==> src/rtl/filter_gin_receiver.sv <==
// GIN receiver: pops a {data, tag} pair, delivers it to every matching PE, counts packets to done.
// Optional tag wildcards (all-ones row/col tag multicast) via `define GIN_TAG_WILDCARD_EN.
module filter_gin_receiver #(
    parameter int DATA_WIDTH    = 64,
    parameter int ROW_TAG_WIDTH = 4,
    parameter int COL_TAG_WIDTH = 4,
    parameter int NUM_ROWS      = 3,
    parameter int NUM_COLS      = 4,
    parameter int IDX_WIDTH     = 4,
    parameter int CNT_WIDTH     = 16
) (
    input  logic                           clk,
    input  logic                           reset,
    input  logic                           start,
    input  logic [CNT_WIDTH-1:0]           total_words,
    output logic                           done,
    input  logic                           gin_fifo_empty,
    output logic                           re_from_gin_fifo,
    input  logic [DATA_WIDTH-1:0]          din,
    input  logic                           tags_fifo_empty,
    output logic                           re_from_tags_fifo,
    input  logic [ROW_TAG_WIDTH-1:0]       row_tag,
    input  logic [COL_TAG_WIDTH-1:0]       col_tag,
    input  logic                           cfg_we,
    input  logic                           cfg_is_col,
    input  logic [IDX_WIDTH-1:0]           cfg_idx,
    input  logic [ROW_TAG_WIDTH-1:0]       cfg_id,
    input  logic [NUM_ROWS*NUM_COLS-1:0]   pe_ready,
    output logic [NUM_ROWS*NUM_COLS-1:0]   pe_we,
    output logic [DATA_WIDTH-1:0]          pe_data
);

    localparam int NUM_PE = NUM_ROWS * NUM_COLS;

    typedef enum logic [1:0] {
        S_IDLE = 2'd0,
        S_WAIT = 2'd1,
        S_HOLD = 2'd2
    } state_t;

    state_t                   r_state;
    logic [CNT_WIDTH-1:0]     r_cnt;
    logic [CNT_WIDTH-1:0]     r_total;
    logic [NUM_PE-1:0]        r_pending;
    logic [DATA_WIDTH-1:0]    r_word;
    logic                     r_done;
    logic [ROW_TAG_WIDTH-1:0] r_row_id [NUM_ROWS];
    logic [COL_TAG_WIDTH-1:0] r_col_id [NUM_COLS];

    logic                     w_pop;
    logic                     w_row_wild;
    logic                     w_col_wild;
    logic [NUM_ROWS-1:0]      w_row_hit;
    logic [NUM_COLS-1:0]      w_col_hit;
    logic [NUM_PE-1:0]        w_mask;
    logic [NUM_PE-1:0]        w_pend_next;
    logic [CNT_WIDTH-1:0]     w_cnt_inc;

`ifdef GIN_TAG_WILDCARD_EN
    assign w_row_wild = (row_tag == {ROW_TAG_WIDTH{1'b1}});
    assign w_col_wild = (col_tag == {COL_TAG_WIDTH{1'b1}});
`else
    assign w_row_wild = 1'b0;
    assign w_col_wild = 1'b0;
`endif

    // Both FIFOs pop as one, only when a whole packet (word + tag) is available.
    assign w_pop             = (r_state == S_WAIT) && !gin_fifo_empty && !tags_fifo_empty;
    assign re_from_gin_fifo  = w_pop;
    assign re_from_tags_fifo = w_pop;

    assign w_pend_next = r_pending & ~pe_ready;
    assign w_cnt_inc   = r_cnt + {{(CNT_WIDTH-1){1'b0}}, 1'b1};

    assign pe_we   = r_pending;
    assign pe_data = r_word;
    assign done    = r_done;

    // Destination mask: a PE is targeted when both its row ID and column ID match the head tag.
    always_comb begin
        w_row_hit = {NUM_ROWS{1'b0}};
        w_col_hit = {NUM_COLS{1'b0}};
        w_mask    = {NUM_PE{1'b0}};
        for (int r = 0; r < NUM_ROWS; r++) begin
            w_row_hit[r] = w_row_wild || (r_row_id[r] == row_tag);
        end
        for (int c = 0; c < NUM_COLS; c++) begin
            w_col_hit[c] = w_col_wild || (r_col_id[c] == col_tag);
        end
        for (int r = 0; r < NUM_ROWS; r++) begin
            for (int c = 0; c < NUM_COLS; c++) begin
                w_mask[r*NUM_COLS+c] = w_row_hit[r] & w_col_hit[c];
            end
        end
    end

    // Transfer control, packet capture, per-PE delivery tracking and ID configuration.
    always_ff @(posedge clk or negedge reset) begin
        if (!reset) begin
            r_state   <= S_IDLE;
            r_cnt     <= {CNT_WIDTH{1'b0}};
            r_total   <= {CNT_WIDTH{1'b0}};
            r_pending <= {NUM_PE{1'b0}};
            r_word    <= {DATA_WIDTH{1'b0}};
            r_done    <= 1'b0;
            for (int r = 0; r < NUM_ROWS; r++) begin
                r_row_id[r] <= ROW_TAG_WIDTH'(r);
            end
            for (int c = 0; c < NUM_COLS; c++) begin
                r_col_id[c] <= COL_TAG_WIDTH'(c);
            end
        end else begin
            r_done <= 1'b0;
            case (r_state)
                S_IDLE: begin
                    if (start) begin
                        if (total_words != {CNT_WIDTH{1'b0}}) begin
                            r_cnt   <= {CNT_WIDTH{1'b0}};
                            r_total <= total_words;
                            r_state <= S_WAIT;
                        end else begin
                            r_done  <= 1'b1;
                        end
                    end
                    // IDs are only reprogrammable between transfers; out-of-range indices match nothing.
                    if (cfg_we) begin
                        for (int r = 0; r < NUM_ROWS; r++) begin
                            if (!cfg_is_col && (int'(cfg_idx) == r)) begin
                                r_row_id[r] <= cfg_id;
                            end
                        end
                        for (int c = 0; c < NUM_COLS; c++) begin
                            if (cfg_is_col && (int'(cfg_idx) == c)) begin
                                r_col_id[c] <= COL_TAG_WIDTH'(cfg_id);
                            end
                        end
                    end
                end
                S_WAIT: begin
                    if (w_pop) begin
                        r_word    <= din;
                        r_pending <= w_mask;
                        r_state   <= S_HOLD;
                    end
                end
                S_HOLD: begin
                    r_pending <= w_pend_next;
                    // An empty mask drops the packet after a single HOLD cycle.
                    if (w_pend_next == {NUM_PE{1'b0}}) begin
                        r_cnt <= w_cnt_inc;
                        if (w_cnt_inc == r_total) begin
                            r_done  <= 1'b1;
                            r_state <= S_IDLE;
                        end else begin
                            r_state <= S_WAIT;
                        end
                    end
                end
                default: begin
                    r_state   <= S_IDLE;
                    r_pending <= {NUM_PE{1'b0}};
                end
            endcase
        end
    end

endmodule

==> config.mk <==
export PLATFORM = sky130hd
export DESIGN_NAME = filter_gin_receiver
export DESIGN_NICKNAME = d
export VERILOG_FILES = /design/src/rtl/filter_gin_receiver.sv
export SDC_FILE = /design/constraint.sdc
export NUM_CORES = 1
export LEC_CHECK = 0
export CAP_MARGIN = 20
export CELL_PAD_IN_SITES_DETAIL_PLACEMENT = 1
export CELL_PAD_IN_SITES_GLOBAL_PLACEMENT = 2
export CORE_MARGIN = 4
export CORE_UTILIZATION = 25
export DETAILED_ROUTE_END_ITERATION = 8
export GPL_ROUTABILITY_DRIVEN = 0
export PLACE_DENSITY_LB_ADDON = 0.1
export SETUP_SLACK_MARGIN = 0.1
export SYNTH_ARGS = -nofsm -noshare
export SYNTH_HDL_FRONTEND = slang
export SYNTH_SLANG_ARGS = --single-unit
==> constraint.sdc <==
create_clock -name clk -period 1.95 [get_ports clk]
set_input_delay 0.2925 -clock clk [delete_from_list [all_inputs] [get_ports clk]]
set_output_delay 0.2925 -clock clk [all_outputs]
set_load 0.05 [all_outputs]
# --- Word level (Yosys, flattened, before mapping) ---
# Index checks and enable logic that the tools add are counted.
op_classes:
  n_eq_ne: 17
  bitwise_logic: 15
  add_sub_neg: 1
  muxes: 17
  n_reduce_logical: 29
op_table:
  columns: ["op", "n"]
  rows:
  - ["$mux 16", 3]
  - ["$pmux 12 s3", 1]
  - ["$pmux 16 s2", 1]
  - ["$eq 4x4->1", 7]
  - ["$reduce_and 3->1", 8]
  - ["$add 16x1->16 const B", 1]
  - ["$eq 16x16->1", 1]
  - ["$reduce_bool 16->1", 1]
  - ["$and 1x1->1", 12]
  - ["$and 12x12->12", 1]
  - ["$logic_not 12->1", 1]
  - ["$mux 12", 1]
  - ["$not 12->12", 1]
  - ["$logic_and 1x1->1", 9]
  - ["$eq 4x3->1 const B", 2]
  - ["$mux 2", 4]
  - ["$ne 2x2->1 const B", 4]
  - ["$reduce_and 4->1", 2]
  - ["$pmux 2 s3", 1]
  - ["$mux 1", 5]
  - ["$eq 4x2->1 const B", 1]
  - ["$logic_not 4->1", 1]
  - ["$reduce_and 2->1", 2]
  - ["$logic_not 1->1", 3]
  - ["other kinds (6)", 6]
word_totals:
  reg_bits: 139

# --- Depth between registers and ports, before layout ---
depth:
  ltp_word: 5
  mapped_depth: 9

# --- Worst setup path before layout ---
# OpenSTA, ideal clock, no wires.
synth_timing:
  kind: "register to output"
  startpoint: "reg r_state[1]"
  endpoint: "out re_from_tags_fifo"
  stages_incl_launch_ff: 8
  path_buffers: 2
  slack_ps: -535
  arrival_time_ps: 2193
  cell_sequence: "dfrtp_1 > inv_1 > ha_1 > inv_1 > or3_1 > inv_1 > clkbuf_1 > buf_4"
synth_via:
  elab_chain_cells: 3
synth_lines:
  columns: ["element", "line", "text"]
  rows:
  - ["from (decl)", "41", "state_t r_state;"]
  - ["from (signal assigned)", "100", "r_state <= S_IDLE;"]
  - ["from (signal assigned)", "120", "r_state <= S_WAIT;"]
  - ["from (signal assigned)", "143", "r_state <= S_HOLD;"]
  - ["$eq 2x1->1", "68", "assign w_pop = (r_state == S_WAIT) && !gin_fifo_empty && !tags_fifo_empty;"]
  - ["$logic_and 1x1->1 (2 in a row)", "68", null]
  - ["to (decl)", "21", "output logic re_from_tags_fifo,"]
# Every way passes these cells.

# --- Worst setup path after layout ---
layout_timing:
  startpoint: "reg r_cnt[8]"
  endpoint: "reg r_state[0]"
layout_via:
  elab_chain_cells: 5
layout_lines:
  columns: ["element", "line", "text"]
  rows:
  - ["from (decl)", "42", "logic [CNT_WIDTH-1:0] r_cnt;"]
  - ["from (signal assigned)", "101", "r_cnt <= {CNT_WIDTH{1'b0}};"]
  - ["from (signal assigned)", "118", "r_cnt <= {CNT_WIDTH{1'b0}};"]
  - ["from (signal assigned)", "150", "r_cnt <= w_cnt_inc;"]
  - ["$add 16x1->16", "73", "assign w_cnt_inc = r_cnt + {{(CNT_WIDTH-1){1'b0}}, 1'b1};"]
  - ["$eq 16x16->1", "151", "if (w_cnt_inc == r_total) begin"]
  - ["$mux 1", "151", null]
  - ["$mux 2", "149", "if (w_pend_next == {NUM_PE{1'b0}}) begin"]
  - ["$pmux 2 s3", "114", "case (r_state)"]
  - ["to (signal assigned)", "120", null]
  - ["to (signal assigned)", "153", "r_state <= S_IDLE;"]
  - ["to (signal assigned)", "155", "r_state <= S_WAIT;"]
# Every way passes these cells. The select of a mux whose other input is x is not followed.
# A chain may end at the register's enable or synchronous reset.

==> results_dict.tcl <==
set metrics [dict create \
    rrSetupSlack_ps -210 \
    reg2reg_depth 6 \
    grt_pass1_wl_um 39100 \
    ir_drop_mv 0.691 \
    synth_cell_types 49 \
    coreArea_um2 26300 \
    pin_count 194 \
    netlist_instances 695 \
    async_flop_share_pct 100 \
    cts_buffers 17 \
    insertion_delay_ps 420 \
    syn_nets 815 \
    clk_pin_slew_ps 60 \
    synth-seq-area-share_pct 51.9 \
    grt.total_usage_pct 16.9 \
    diodes 0 \
    crit_fanout 4 \
    tns_ps -672 \
    hpwl_um 18500 \
    holdPathStages 2 \
    hp-class "input pin to flop" \
    vias_per_cell 4.58 \
    maxCapViolations 0 \
    dpl_cell_area_um2 10000 \
    port_buffers 193 \
    violations "setup timing" \
    drive_above_1_share_pct 31.4 \
    synth_edf_count 0 \
    grt_max_degree 54 \
    min_period_ps 2160 \
    period_share_pct 111 \
    power.leakage_nw 5.27 \
    hold_violations 0 \
    cts_root_buffer "clkbuf_16" \
    ys_seq_elements 139 \
    rsz0062_at_grt "yes" \
    die_height_um 172 \
    crit_path_start_kind "flop" \
    cts_tree "built" \
    postSynthAreaPerCell_um2 9.67 \
    fin_ws_ps -211 \
    drc_errors 0 \
    synthesis.area_um2 6720 \
    drt_iter0_markers 170 \
    end_kind "flop" \
    antenna_left 0 \
    initial_core_util_pct 25.6 \
    fp-row-count 59 \
    power_density_nw_per_um2 1370 \
    cts.path.max_buffers 2 \
    wl_um 24700 \
    ys_warn_count 0 \
    drv_slew 0 \
    tightest_slew_ps 566 \
    critical_path_class "flop to flop" \
    area_delta_synth_final_pct 66.1 \
    dp_slack_ps -761 \
    ys.flop_type "dfrtp_1" \
    outcome "finished, violations left" \
    fmax_ghz 0.463 \
    finalSetupViolCount 4 \
    htreeDepth 4 \
    grt_pass1_vias 7146 \
    dr.pass1.iters 4 \
    gr-total-overflow 0 \
    route.vias.total 6243 \
    crit_required_ps 2250 \
    numClockSinks 139 \
    skew_ps 17.2 \
    instances_no_fill 1362 \
    final_area_um2 11200 \
    antenna_found_initial 2 \
    arrival_ps 2460 \
    die_area_um2 29600 \
    place_inst 1310 \
    die_x_um 172 \
    slew_headroom_pct 62.4 \
    final_nets 1134 \
    post_drt_wl_per_cell_um 18.2 \
]
==> report_power, final <==
part / switching, W / internal [W] / total, W
clock network: 0.00144 / 0.00185 / 0.00329
logic: 0.00456 / 0.00283 / 0.00739
registers: 0.000692 / 0.00392 / 0.00462
total: 0.00669 / 0.00860 / 0.0153
==> Yosys cell counts (all sizes together) (6+ instances only) <==
master / count / area (µm²)
buf: 11 / 68.8
xor2: 27 / 236
a22o: 14 / 123
nand2: 229 / 860
mux2: 45 / 507
dfrtp: 133 / 3330
dfstp: 6 / 158
nor4: 13 / 106
nand4: 16 / 106
inv: 12 / 45.0
nor2: 14 / 52.6
o21ai: 26 / 130
xnor2: 23 / 201
nor2b: 14 / 87.6
clkbuf: 23 / 86.3
nand3: 10 / 50.1
nor3: 15 / 75.1
a21oi: 8 / 40.0
==> stage by stage <==
stage / utilization, % / power, W / hold slack, ps
global route: 42.5 / 0.0162 / 289
detailed placement: 38.1 / 0.0118 / 297
floorplan: - / 0.00888 / -3.09
finish: 42.5 / 0.0153 / 291
CTS: 41.5 / 0.0153 / 272
global placement: 38.1 / 0.0116 / 283
==> flip-flops by register name, indices dropped and copies added, names as in the netlist <==
| name | flops |
|---|---|
| done | 1 |
| r_col_id | 16 |
| r_state | 2 |
| r_row_id | 12 |
| r_cnt | 16 |
| pe_we | 12 |
| r_total | 16 |
| pe_data | 64 |
==> cell type report <==
class                           instances  area (µm²)
Fill cell                            2927       15100
Sequential cell                       139        3510
Clock inverter                         14         151
Multi-Input combinational cell        510        3550
Inverter                               12        47.5
Timing Repair Buffer                  334        3050
Clock buffer                           18         439
Tap cell                              335         419
==> path summary, 6_finish.rpt <==
kind,startpoint,end
worst min register to register,pe_data[44],pe_data[44]
worst min-delay path,total_words[12],r_total[12]
worst max-delay path,r_cnt[8],r_state[0]
max in group asynchronous,reset,r_col_id[1]
min in group asynchronous,reset,pe_we[4]
worst max register to register,r_cnt[8],r_state[0]
==> per-layer routing <==
metal,vias up,GRT usage (%),part of all wire (%)
li1,2966,-,-
met1,3121,20.1,41
met2,130,28.9,51
met3,22,6.24,6.5
met4,4,4.24,1.4
met5,-,0,0.081
==> placed cells by master, fill, tap and decap left out, types with 13 or more instances in the layout <==
master and n:
nand2_1 226, buf_6 17, dfrtp_1 114, a22o_1 14, buf_4 127, mux2_2 24, xor2_1 25, clkbuf_16 17
clkdlybuf4s50_1 98, mux2_4 21, dfrtp_2 19, dlygate4sd2_1 79, o21ai_1 13, nand4_1 15, xnor2_1 20
==> cells by family (layout without fill, tap and decap cells) <==
kind of cell / count (synthesis) / after routing / synth area share [%]
buffers and inverters: 46 / 378 / 2.98
XOR/XNOR: 50 / 50 / 6.52
flip-flops: 139 / 139 / 51.9
AND/OR/NAND/NOR: 340 / 340 / 23.0
adder cells (fa/ha/maj): 5 / 5 / 0.931
multiplexers: 47 / 47 / 7.84
AO/OA/AOI/OAI: 68 / 68 / 6.85
==> what timing repair did <==
item / in CTS / in global routing
cloned: 0 / 0
pin swaps: 23 / 18
hold buffers: 1 / 0
setup buffers: 15 / 5
hold endpoints to repair: 40 / 0
resized for setup: 143 / 50
setup endpoints to repair: 205 / 121
==> worst max-delay path, cell delays in order (launching register included) <==
cell	delay [ps]
dfrtp_1	440
or3b_1	430
a2111oi_4	350
nor3_2	100
a2111oi_2	240
nand4_1	260
a21o_1	220
(Power assumes the default switching activity.)
